$ cat src/rtl/updown_counter.sv
// updown_counter: modulo-N up/down counter with synchronous parallel load,
// wrap or saturate behaviour at the boundaries, a combinational terminal-count
// flag and a registered boundary-event (carry) flag.
module updown_counter #(
  parameter int WIDTH       = 4,
  parameter int MODULUS     = 16,
  parameter bit SATURATE    = 1'b0,
  parameter int RESET_VALUE = 0
) (
  input  logic             clock,
  input  logic             reset,
  input  logic             enable,
  input  logic             up,
  input  logic             load,
  input  logic [WIDTH-1:0] load_value,
  output logic [WIDTH-1:0] out,
  output logic             tc,
  output logic             carry
);

  // Highest legal count and the reset value, both held in WIDTH bits.
  localparam logic [WIDTH-1:0] MAX_COUNT = WIDTH'(MODULUS - 1);
  localparam logic [WIDTH-1:0] RST_COUNT = WIDTH'(RESET_VALUE);

  // Modulus is compared one bit wider so MODULUS == 2**WIDTH is representable.
  localparam logic [WIDTH:0] MODULUS_WIDE = (WIDTH + 1)'(MODULUS);

  // Reject parameter sets that would let the count leave 0..MODULUS-1.
  generate
    if (MODULUS < 2 || MODULUS > (1 << WIDTH)) begin : g_bad_modulus
      $error("updown_counter: MODULUS %0d outside 2..2**WIDTH", MODULUS);
    end
    if (RESET_VALUE < 0 || RESET_VALUE >= MODULUS) begin : g_bad_reset_value
      $error("updown_counter: RESET_VALUE %0d not below MODULUS", RESET_VALUE);
    end
  endgenerate

  logic [WIDTH-1:0] next_out;
  logic             next_carry;
  logic             at_top;
  logic             at_bottom;
  logic             load_in_range;

  assign at_top        = (out == MAX_COUNT);
  assign at_bottom     = (out == '0);
  assign load_in_range = ({1'b0, load_value} < MODULUS_WIDE);

  // Terminal count looks at the current count and the direction being requested.
  assign tc = enable & (up ? at_top : at_bottom);

  // Next count and carry: load beats enable, out-of-range loads clamp to the top.
  always_comb begin
    next_out   = out;
    next_carry = 1'b0;
    if (load) begin
      next_out = load_in_range ? load_value : MAX_COUNT;
    end else if (enable) begin
      if (up) begin
        if (at_top) begin
          next_carry = 1'b1;
          next_out   = SATURATE ? out : '0;
        end else begin
          next_out = out + WIDTH'(1);
        end
      end else begin
        if (at_bottom) begin
          next_carry = 1'b1;
          next_out   = SATURATE ? out : MAX_COUNT;
        end else begin
          next_out = out - WIDTH'(1);
        end
      end
    end
  end

  // Count and carry registers; a low reset overrides load and enable.
  always_ff @(posedge clock) begin
    if (!reset) begin
      out   <= RST_COUNT;
      carry <= 1'b0;
    end else begin
      out   <= next_out;
      carry <= next_carry;
    end
  end

endmodule
$ cat config.mk
export PLATFORM = sky130hd
export DESIGN_NAME = updown_counter
export DESIGN_NICKNAME = d
export VERILOG_FILES = /design/src/rtl/updown_counter.sv
export SDC_FILE = /design/constraint.sdc
export NUM_CORES = 1
export LEC_CHECK = 0
export ABC_AREA = 0
export CAP_MARGIN = 15
export CORE_AREA = 2 2 39 41
export DETAILED_ROUTE_END_ITERATION = 10
export DIE_AREA = 0 0 41 43
export MAX_ROUTING_LAYER = met4
export PLACE_DENSITY_LB_ADDON = 0.3
export SYNTH_ARGS = -nofsm -noshare
export SYNTH_HDL_FRONTEND = slang
export SYNTH_SLANG_ARGS = --single-unit
$ cat constraint.sdc
create_clock -name clock -period 1.5 [get_ports clock]
set_clock_uncertainty 0.1 [all_clocks]
set_input_delay 0.375 -clock clock [delete_from_list [all_inputs] [get_ports clock]]
set_output_delay 0.375 -clock clock [all_outputs]
set_load 0.01 [all_outputs]
==> out/results.tsv, run 1 <==
stage	metric	value	unit
timing	Worst-Margin Slew	0.281	ns
place	GP Congestion	0.725	
route	Starting DRT DRC Count	12	
cells_and_area	ratio of cells with drive above 1 in the final layout	44.2	%
setup_path	worst reg-to-reg setup slack	-0.33	ns
hold_path	Endpoint, Worst Hold	out[0]	
grt	GRT overflow	0	
place	HPWL Detailed	750	um
synthesis	Synth Area in Compound Gates	19.9	%
cells_and_area	Antenna diodes	0	
floorplan	die area	1760	sq um
status	outcome	complete, but fails checks	
place	worst slack at placement	-1.05	ns
floorplan	I/O Pins	15	
clock_tree	worst skew pair latency	0.25	ns
grt	global-route wire length before repair	1680	um
setup_path	Critical Path RT	1.02	ns
timing	max frequency	0.494	GHz
floorplan	Starting Density	26.9	%
clock_tree	root buf cell	clkbuf_4	
route	via count	472	
power_and_ir_drop	Pleak	0.303	nW
clock_tree	Num CTS Buffers	3	
clock_tree	H-tree depth	1	
synthesis	Synth top area share	26.9	%
timing	period utilization	135	%
cells_and_area	# nets final	89	
synthesis	ys flop type	dfxtp_1	
synthesis	Post-Synth XOR/XNOR Area	4.71	%
setup_path	WP data arrival	1.55	ns
route	drt via density	5.08	
timing	count of final setup violators	5	
setup_path	CP Class	flip-flop to output port	
floorplan	die height	43	um
synthesis	net count after synthesis	58	
synthesis	post-synthesis sequential area ratio	26.9	%
synthesis	ranking of synthesized cells by area	dfxtp_1, ha_1, o21ai_0	
synthesis	Synth Area in Simple Gates	31.6	%
setup_path	worst r2r src	out[0]	
timing	Final WS setup	-0.525	ns
grt	largest net degree at the start of global routing	10	
floorplan	Die X	41	um
synthesis	synth unique cells	28	
timing	max-slew violation count	0	
route	drt pass-1 iters	4	
setup_path	Critical Path Fanout Max	2	
synthesis	mux contribution to synthesized area	5.72	%
cells_and_area	final non-filler cell total	93	
hold_path	hold path depth	4	
route	Avg WL per Cell	13.2	um
timing	RSZ-0062 raised after global routing	yes	
synthesis	post-synthesis adder-cell area fraction	6.73	%
grt	GR Util All Layers	15.5	%
synthesis	syn_area_per_cell	7.91	sq um
synthesis	#FFs+latches synth	5	
floorplan	Row Count	14	
setup_path	FF-to-FF End	out[3]	
status	failing checks	negative setup slack	
synthesis	post-synthesis async set-or-reset flop share	0	%
route	ANT nets after route	0	
setup_path	CP Capture Type	output port	
place	Port Buf Inserts	14	
setup_path	depth of the worst register-to-register path	9	
clock_tree	CTS tree	done	
synthesis	EDFF count, synth	0	
synthesis	dominant cell type by area after synthesis	dfxtp_1	
synthesis	Mapped Area	372	sq um
grt	vias in the first global route	431	
power_and_ir_drop	peak supply drop	0.294	mV
timing	min cycle time layout	2.03	ns
synthesis	Syn Inst Count	47	
setup_path	startpoint types	flip-flop	
floorplan	Core ar.	1380	sq um
route	Routed WL	1230	um
timing	Final Hold Viols	0	
route	residual DRC count	0	
hold_path	hold_sp	out[0]	
timing	slew margin rel.	81.2	%
power_and_ir_drop	power per cell area	725	nW/um^2
synthesis	Warnings, synthesis	0	
power_and_ir_drop	Pwr Total	0.522	mW
cells_and_area	area delta synth->final	93.6	%
synthesis	largest family of logic cells by synthesized area	simple AND/OR/NAND/NOR gates	
clock_tree	clock tree buffer depth	2	
clock_tree	CTS sink count	5	
synthesis	most frequent cells after synthesis	dfxtp_1, nand2_1, o21ai_0	
clock_tree	Reg clk slew, reported paths	0.04	ns
run	Max Cap Violations	0	
hold_path	type of the worst min-delay path	flip-flop to flip-flop	
grt	initial antenna violation count	0	
place	dpl cells	85	
==> sequential cells by signal, summed over array words and instances (netlist names) <==
register	cells
carry	1
out	4
==> kinds of logic (layout without fill, tap and decap cells) <==
family          Yosys count  count (layout)
flops                     5               5
xor+xnor                  2               2
fa+ha+maj                 2               2
simple gates             20              20
compound gates           12              12
mux                       2               2
buf+inv                   4              34
==> worst max-delay path by stage <==
stage | from | end
2_1_floorplan | up | tc
3_3_place_gp | up | tc
3_5_place_dp | up | tc
4_1_cts | out[0] | tc
5_1_grt | out[1] | tc
6_report | out[0] | tc
==> area by class of cell <==
| cell class | count | area (sq um) |
|---|---|---|
| flip-flops and latches | 5 | 105 |
| fillers | 135 | 664 |
| inverters | 3 | 13.8 |
| clock buffers | 4 | 26.3 |
| multi-input cells | 38 | 309 |
| well taps | 16 | 20.0 |
| repair buffers | 27 | 245 |
==> placed cells by master (no fill, tap or decap), types with 2 or more instances in the layout <==
cell,synthesis,layout
buf_4,0,8
dfxtp_1,5,3
a21oi_1,3,2
ha_4,0,2
buf_6,0,7
o21ai_0,4,4
clkbuf_2,0,2
clkbuf_4,0,3
nand2_2,0,2
dlygate4sd2_1,0,3
nor3_1,3,3
clkdlybuf4s50_1,0,7
nand2_1,5,3
==> critical path, cell delays in order (launching register included) <==
cell	delay (ns)
dfxtp_4	0.34
inv_4	0.06
ha_4	0.12
or4b_4	0.47
nand2_2	0.08
and2_4	0.13
buf_6	0.09
==> layer usage <==
metal  wire, um  global-route usage, %  vias to the layer above
li1           -                      -                      230
met1        460                   14.1                      221
met2        639                   23.1                       15
met3         72                   6.28                        6
met4         55                   14.0                        0
met5          0                      -                        -
==> what timing repair did <==
| item | CTS | global route |
|---|---|---|
| setup endpoints to repair | 9 | 7 |
| hold buffers | 0 | 0 |
| gates resized for setup | 25 | 8 |
| pin swaps | 8 | 4 |
| buffers inserted | 3 | 1 |
==> per-stage QoR <==
stage                     area, sq um  setup TNS [ns]  hold WS, ns  util, %
after floorplan                   404          -0.197        0.397        -
after global placement            617           -2.67        0.556     44.6
after detailed placement          617           -2.69        0.586     44.6
after CTS                         702           -1.05        0.582     50.7
after global routing              719           -1.58        0.606     52.0
final                             719           -1.31        0.583     52.0
==> power breakdown <==
part           internal [mW]  total [mW]  switching, mW
clock network          0.101       0.163         0.0624
logic                  0.118       0.207         0.0889
registers              0.144       0.151        0.00726
Power figures use the tool's default switching activity.
==> run 2, diff against run 1 <==
Settings changed: CAP_MARGIN 15 to 10.
==> results of run 2 <==
The final DEF is identical to that of run 1; final timing and power are the same.
